### src/rtl/double_to_sig16b.sv
// rtl/double_to_sig16b.sv - IEEE-754 binary64 to saturated 16-bit integer, frame-gated output
module double_to_sig16b #(
    parameter int LATENCY = 3
) (
    input  logic        clk_operation,
    input  logic        rst,
    input  logic [12:0] sampling_cycle_counter,
    input  logic        enable,
    input  logic [63:0] double,
    output logic [15:0] sig16b
);

    // valid[0]: captured operand, valid[1]: unpacked, valid[2]: aligned/rounded
    logic [LATENCY-1:0] valid;
    logic [63:0]        cap;

    logic               sign1;
    logic [10:0]        exp1;
    logic [52:0]        mant1;

    logic               sign2;
    logic               zero2;
    logic               ovf2;
    logic [16:0]        mag2;

    logic [15:0]        result;

    logic               nan_c;
    logic               zero_c;
    logic               ovf_c;
    logic [5:0]         shamt;
    logic [16:0]        sx2;
    logic [16:0]        mag_c;
    logic [15:0]        result_c;

    // Shift keeps one bit below the binary point as the round bit; e=-1 lands at shift 52
    always_comb begin
        nan_c  = (exp1 == 11'h7FF) && (|mant1[51:0]);
        zero_c = (exp1 < 11'd1022) || nan_c;
        ovf_c  = (exp1 > 11'd1038) && !nan_c;
        shamt  = 6'(11'd1074 - exp1);
        sx2    = 17'(mant1 >> shamt);
        mag_c  = {1'b0, sx2[16:1]} + {16'd0, sx2[0]};
    end

    always_comb begin
        result_c = 16'h0000;
        if (zero2) begin
            result_c = 16'h0000;
        end else if (ovf2) begin
            result_c = sign2 ? 16'h8000 : 16'h7FFF;
        end else if (sign2) begin
            result_c = (mag2 > 17'd32768) ? 16'h8000 : 16'(~mag2[15:0] + 16'd1);
        end else begin
            result_c = (mag2 > 17'd32767) ? 16'h7FFF : mag2[15:0];
        end
    end

    always_ff @(posedge clk_operation or posedge rst) begin
        if (rst) begin
            valid  <= '0;
            cap    <= '0;
            sign1  <= 1'b0;
            exp1   <= '0;
            mant1  <= '0;
            sign2  <= 1'b0;
            zero2  <= 1'b0;
            ovf2   <= 1'b0;
            mag2   <= '0;
            result <= '0;
            sig16b <= '0;
        end else begin
            valid <= {valid[LATENCY-2:0], enable};
            if (enable) begin
                cap <= double;
            end
            if (valid[0]) begin
                sign1 <= cap[63];
                exp1  <= cap[62:52];
                mant1 <= {|cap[62:52], cap[51:0]};
            end
            if (valid[1]) begin
                sign2 <= sign1;
                zero2 <= zero_c;
                ovf2  <= ovf_c;
                mag2  <= mag_c;
            end
            if (valid[LATENCY-1]) begin
                result <= result_c;
            end
            // Takes the pre-edge result, so a same-edge write shows one frame later
            if (sampling_cycle_counter == 13'd0) begin
                sig16b <= result;
            end
        end
    end

endmodule

### config.mk
export PLATFORM = sky130hd
export DESIGN_NAME = double_to_sig16b
export DESIGN_NICKNAME = d
export VERILOG_FILES = /design/src/rtl/double_to_sig16b.sv
export SDC_FILE = /design/constraint.sdc
export NUM_CORES = 1
export LEC_CHECK = 0
export CORE_MARGIN = 2
export CORE_UTILIZATION = 53
export CTS_CLUSTER_DIAMETER = 60
export CTS_CLUSTER_SIZE = 10
export DETAILED_ROUTE_END_ITERATION = 7
export PLACE_DENSITY = 0.8
export REMOVE_ABC_BUFFERS = 1
export SYNTH_ARGS = -nofsm -noshare
export SYNTH_HDL_FRONTEND = slang
export SYNTH_SLANG_ARGS = --single-unit
### constraint.sdc
create_clock -name clk_operation -period 6.4 [get_ports clk_operation]
set_clock_uncertainty 0.15 [all_clocks]
set_input_delay 1.6 -clock clk_operation [delete_from_list [all_inputs] [get_ports clk_operation]]
set_output_delay 1.6 -clock clk_operation [all_outputs]
set_load 0.01 [all_outputs]
* Word-level counts from Yosys, hierarchy flattened
Cells that the tools add are included.
Cells by class: $add $sub $neg 3, $lt $le $gt $ge 4, equal/unequal tests 1, shifts and indexed selects 1, muxes and demuxes 6, bitwise gates (word level) 1, reductions and logical operators 7
Operators with widths (count):
- $mux 16 | 6
- $shr 53x6->17 | 1
- $reduce_or 52->1 | 1
- $add 16x1->17 | 1
- $gt 17x15->1 const B | 1
- $gt 17x16->1 const B | 1
- $add 16x1->16 const B | 1
- $not 16->16 | 1
- $logic_not 13->1 | 1
- $eq 11x11->1 const B | 1
- $gt 11x11->1 const B | 1
- $lt 11x10->1 const B | 1
- $reduce_or 11->1 | 1
- $sub 6x6->6 const A | 1
- $logic_and 1x1->1 | 2
- $logic_not 1->1 | 1
- $logic_or 1x1->1 | 1
Storage, ports and cells: register bits 184, input bits 80, logic and storage cells 34

* Depth between registers and ports, before layout
depth in word-level cells 6, depth in mapped cells 15

* Least setup slack after synthesis
No wires, ideal clock.
path kind reg2reg, start point reg exp1[0], end point reg mag2[9], arrival time 3457 ps, required time 6124 ps, path slack 2667 ps, stages on the path, launching flop included 14, cells stage by stage dfrtp_1 ha_1 xor2_2 buf_2 clkbuf_1 mux4_2 nand2_1 a21oi_1 a221o_1 a21oi_1 ha_1 nand4_4 or3_1 a221o_1
Between the ends: cells in the longest elaborated chain, start to end 3
RTL lines:
- from (decl) | line 18 | logic [10:0] exp1;
- from (signal assigned) | line 79 | exp1 <= cap[62:52];
- $sub 6x6->6 | line 41 | shamt = 6'(11'd1074 - exp1);
- $shr 53x6->17 | line 42 | sx2 = 17'(mant1 >> shamt);
- $add 16x1->17 | line 43 | mag_c = {1'b0, sx2[16:1]} + {16'd0, sx2[0]};
- to (signal assigned) | line 86 | mag2 <= mag_c;
- to (decl) | line 24 | logic [16:0] mag2;
Every way passes these cells. A chain may end at the register's enable or synchronous reset.

* Final worst setup path
Same ends and word-level chain as after synthesis.

==> impl_metrics.env <==
export IMPL_endpoint_kind="flop"
export IMPL_route_met2_wl_um=11900
export IMPL_run_status="finished clean"
export IMPL_synth_largest_area_cell="sky130_fd_sc_hd__dfrtp_1"
export IMPL_max_clock_freq_ghz=0.208
export IMPL_remaining_max_slew_budget_at_the_tightest_pin=0.342
export IMPL_grt_first_pass_wirelength_um=40600
export IMPL_grt_pass1_vias=7831
export IMPL_placed_area_um2=11800
export IMPL_power_density_nw_per_um2=346
export IMPL_hpwl_um=17000
export IMPL_antenna_cells=0
export IMPL_synth_top_cells_by_area="sky130_fd_sc_hd__dfrtp_1 43%, sky130_fd_sc_hd__mux2_2 15%, sky130_fd_sc_hd__mux4_2 9.2%, sky130_fd_sc_hd__mux2i_1 5.8%, sky130_fd_sc_hd__nand2_1 2.5%"
export IMPL_endpoint="mag2[9]"
export IMPL_clock_root_buffer="sky130_fd_sc_hd__clkbuf_16"
export IMPL_synthCells=940
export IMPL_combinationalPowerShare=0.391
export IMPL_setup_worst_path_start_class="flop"
export IMPL_timing_reg2reg_worst_path_depth=10
export IMPL_worst_ep_required_time_ps=6570
export IMPL_synth_simple_gate_area_frac=0.102
export IMPL_ir_drop_v=0.000225
export IMPL_cts_htree_levels=4
export IMPL_synth_edf_count=0
export IMPL_switchingPower_uw=1550
export IMPL_arrival_ps=4970
export IMPL_timing_final_crit_share=0.751
export IMPL_tritoncts_num_sinks=184
export IMPL_grt_setup_unrepaired="no"
export IMPL_cts_post_setup_buffers_inserted=0
export IMPL_die_height_um=146
export IMPL_cts_hold_fix_bufs=0
export IMPL_xor_xnor_share_of_the_synthesized_area=0.0161
export IMPL_total_non_filler_cell_area_in_the_finished_layout_um2=12400
export IMPL_core_rowCount=52
export IMPL_wl_per_cell_um=18.6
export IMPL_worst_path_max_delay_cell="sky130_fd_sc_hd__buf_4"
export IMPL_cts_repair_resizes=0
export IMPL_yosys_most_used_dff="sky130_fd_sc_hd__dfrtp_1"
export IMPL_yosys_area_share_adder=0.00700
export IMPL_top_layer_used="met4"
export IMPL_power_frac_seq=0.361
export IMPL_final_setup_violations=0
export IMPL_ant_nets=0
export IMPL_core_region_area_um2=20000
export IMPL_synthesis_yosys_warnings=0
export IMPL_r2r_slack_ps=1590
export IMPL_finalWeightedCongestion=0.969
export IMPL_timing_worst_setup_path_type="flop to flop"
export IMPL_timing_hold_worst_class="flop to flop"
export IMPL_grt_start_max_net_pins=100
export IMPL_layout_drive_gt1_share=0.245
export IMPL_power_total_uw=4290
export IMPL_async_flop_share=1.00
export IMPL_initial_utilization=0.536
export IMPL_die_area_um2=21400
export IMPL_fin_cells=1281
export IMPL_cts_reportedPaths_clkPinSlew_ps=70
export IMPL_compound_gate_portion_of_the_synthesized_area=0.106
export IMPL_netlist_area_um2=10700
export IMPL_critPathLaunch="exp1[0]"
export IMPL_clk_path_buf_depth=2
export IMPL_muxShareOfSynthArea=0.298
export IMPL_period_minus_slack_ps=4810
export IMPL_static_leakage_power_uw=0.00500
export IMPL_io_pins=96
export IMPL_path_max_fanout=57
export IMPL_ys_seq_area_frac=0.429
export IMPL_wl_um=23800
export IMPL_grt_overflow_total=0
export IMPL_worst_path_most_repeated_cell="sky130_fd_sc_hd__buf_4"
export IMPL_number_of_drc_markers_after_the_initial_detailed_route_iteration=583
export IMPL_endpoint_of_the_lowest_slack_register_to_register_path="mag2[9]"
export IMPL_fillers=1655
export IMPL_timing_hold_violations_final=0
export IMPL_grt_usage=0.234
export IMPL_via_per_inst=6.13
export IMPL_final_max_slew_viol_count=0
export IMPL_critical_path_n_buffers_inverters=2
export IMPL_power_share_clock=0.248
export IMPL_synthDominantCellAreaShare=0.429
export IMPL_switching_share=0.362
export IMPL_p_int_uw=2740
export IMPL_met1_length_um=10400
export IMPL_postSynthRegisterBits=184
export IMPL_path_delay_family="compound AO/OA/AOI/OAI gates"
export IMPL_cell_count_along_the_critical_path=10
export IMPL_tightest_slew_ps=984
export IMPL_grt_antenna_before_repair=0
export IMPL_die_w_um=146
export IMPL_port_buffer_count=95
export IMPL_numCtsBuffers=17
export IMPL_area_growth_pct=15.7
export IMPL_cap_violations=0
export IMPL_synth_distinct_cells=69
export IMPL_vias=7848
export IMPL_number_of_detailed_routing_iterations_run_before_antenna_repair=5
export IMPL_critical_path_cell_chain="buf_4, ha_2, buf_4, mux2i_1, mux4_2, a22o_1, o32ai_1, nand4_2, or3_1, a221o_1"
export IMPL_route_met3_wl_um=1010
export IMPL_drc_errors=0
export IMPL_r2r_start="exp1[0]"
export IMPL_synth_area_per_cell_um2=11.4
export IMPL_combinational_family_with_the_most_area_after_synthesis="multiplexers"
export IMPL_clkLatencyLatePin_ps=430
export IMPL_placed_cells_incl_taps=1249
export IMPL_final_nets=1084
export IMPL_cts_tree="yes"
export IMPL_cp_slowest_stage_delay_ps=650
## layout by cell type (no fill, tap or decap), types with 6 or more instances in the layout
cell / Yosys / layout
sky130_fd_sc_hd__nor4_1: 25 / 25
sky130_fd_sc_hd__mux2_2: 141 / 141
sky130_fd_sc_hd__buf_4: 2 / 10
sky130_fd_sc_hd__nand4_1: 14 / 14
sky130_fd_sc_hd__nor2_1: 37 / 36
sky130_fd_sc_hd__a221o_1: 6 / 6
sky130_fd_sc_hd__or3_1: 8 / 8
sky130_fd_sc_hd__o21ai_0: 37 / 37
sky130_fd_sc_hd__inv_1: 28 / 27
sky130_fd_sc_hd__nand3_1: 25 / 25
sky130_fd_sc_hd__nor2b_1: 7 / 7
sky130_fd_sc_hd__a21o_1: 10 / 10
sky130_fd_sc_hd__clkbuf_16: 0 / 17
sky130_fd_sc_hd__xnor2_1: 9 / 8
sky130_fd_sc_hd__xor2_1: 7 / 6
sky130_fd_sc_hd__o22ai_1: 19 / 19
sky130_fd_sc_hd__a21oi_1: 42 / 42
sky130_fd_sc_hd__clkdlybuf4s50_1: 0 / 94
sky130_fd_sc_hd__mux4_2: 44 / 44
sky130_fd_sc_hd__dfrtp_1: 184 / 183
sky130_fd_sc_hd__nor3_1: 20 / 20
sky130_fd_sc_hd__o211ai_1: 8 / 8
sky130_fd_sc_hd__a211oi_1: 6 / 6
sky130_fd_sc_hd__mux2i_1: 62 / 62
sky130_fd_sc_hd__nand2_1: 71 / 71
## metrics by stage
| step | hold slack [ps] | TNS (ps) | util | worst slack [ps] |
|---|---|---|---|---|
| after floorplan | 299 | -64470 | - | -350 |
| after global placement | 309 | 0 | 0.590 | 1820 |
| after detailed placement | 320 | 0 | 0.590 | 1710 |
| after CTS | 335 | 0 | 0.620 | 1690 |
| after global routing | 353 | 0 | 0.620 | 1320 |
| final | 328 | 0 | 0.620 | 1590 |
## worst register-to-register path, stage by stage, from the launching register on
cell,delay (ps)
sky130_fd_sc_hd__dfrtp_1,320
sky130_fd_sc_hd__buf_4,440
sky130_fd_sc_hd__ha_2,270
sky130_fd_sc_hd__buf_4,650
sky130_fd_sc_hd__mux2i_1,370
sky130_fd_sc_hd__mux4_2,530
sky130_fd_sc_hd__a22o_1,260
sky130_fd_sc_hd__o32ai_1,600
sky130_fd_sc_hd__nand4_2,320
sky130_fd_sc_hd__or3_1,480
sky130_fd_sc_hd__a221o_1,300
## how the worst min path moves through the flow
stage | start | end | slack (ps) | depth (start not counted)
after floorplan | result[0] | result[0] | 300 | 1
after global placement | sig16b[11] | sig16b[11] | 310 | 2
after detailed placement | sig16b[15] | sig16b[15] | 320 | 2
after CTS | sig16b[15] | sig16b[15] | 330 | 2
after global routing | sig16b[14] | sig16b[14] | 350 | 2
final | sig16b[7] | sig16b[7] | 330 | 2
## layer usage
layer	global-route usage	up-vias
met4	0.0830	0
met1	0.317	3959
met5	0	-
li1	-	3659
met3	0.0413	37
met2	0.385	193
## synthesized netlist by cell type, drive strengths merged (3+ instances only)
master   count
o2111ai      3
ha           6
inv         29
clkbuf      42
nand4       16
nor2b        7
nor4        25
a21o        10
xor2         8
or3          8
nor2        37
nand2       71
mux2i       62
xnor2       10
nor3        20
dfrtp      184
o21ai       37
buf         25
o22ai       20
o221a        3
mux4        44
o22a         4
o211ai       8
nor3b        3
a22oi        3
a221o        6
a21oi       43
o41ai        4
mux2       141
a211oi       6
nand3       25
## kinds of logic (layout without fill, tap and decap cells)
group           Yosys count  after routing
buf+inv                  96            167
compound gates          168            168
mux                     247            247
fa+ha+maj                 6              6
xor+xnor                 18             18
flops                   184            184
simple gates            221            221
## sequential cells by signal (all words and copies together), names as in the netlist
signal  cells
cap        64
exp1       11
mag2       17
mant1      53
ovf2        1
result     16
sig16b     16
sign1       1
sign2       1
valid       3
zero2       1
## power groups by stage
stage	Combinational, µW	Clock [µW]	Sequential (µW)
4_1_cts	1670	1090	1550
5_1_grt	1830	1140	1580
6_report	1680	1060	1550
2_1_floorplan	1270	0	1510
3_3_place_gp	1630	0	1560
3_5_place_dp	1660	0	1570
## layout make-up
cell class / instances / area, µm² / share of cell area
clock inverter: 9 / 115 / 0.00927
timing repair buffer: 106 / 1040 / 0.0838
tap: 270 / 338 / 0.0272
sequential: 184 / 4610 / 0.371
inverter: 29 / 114 / 0.00917
clock buffer: 23 / 478 / 0.0385
multi-input combinational: 660 / 5730 / 0.461
Power figures use the tool's default switching activity.
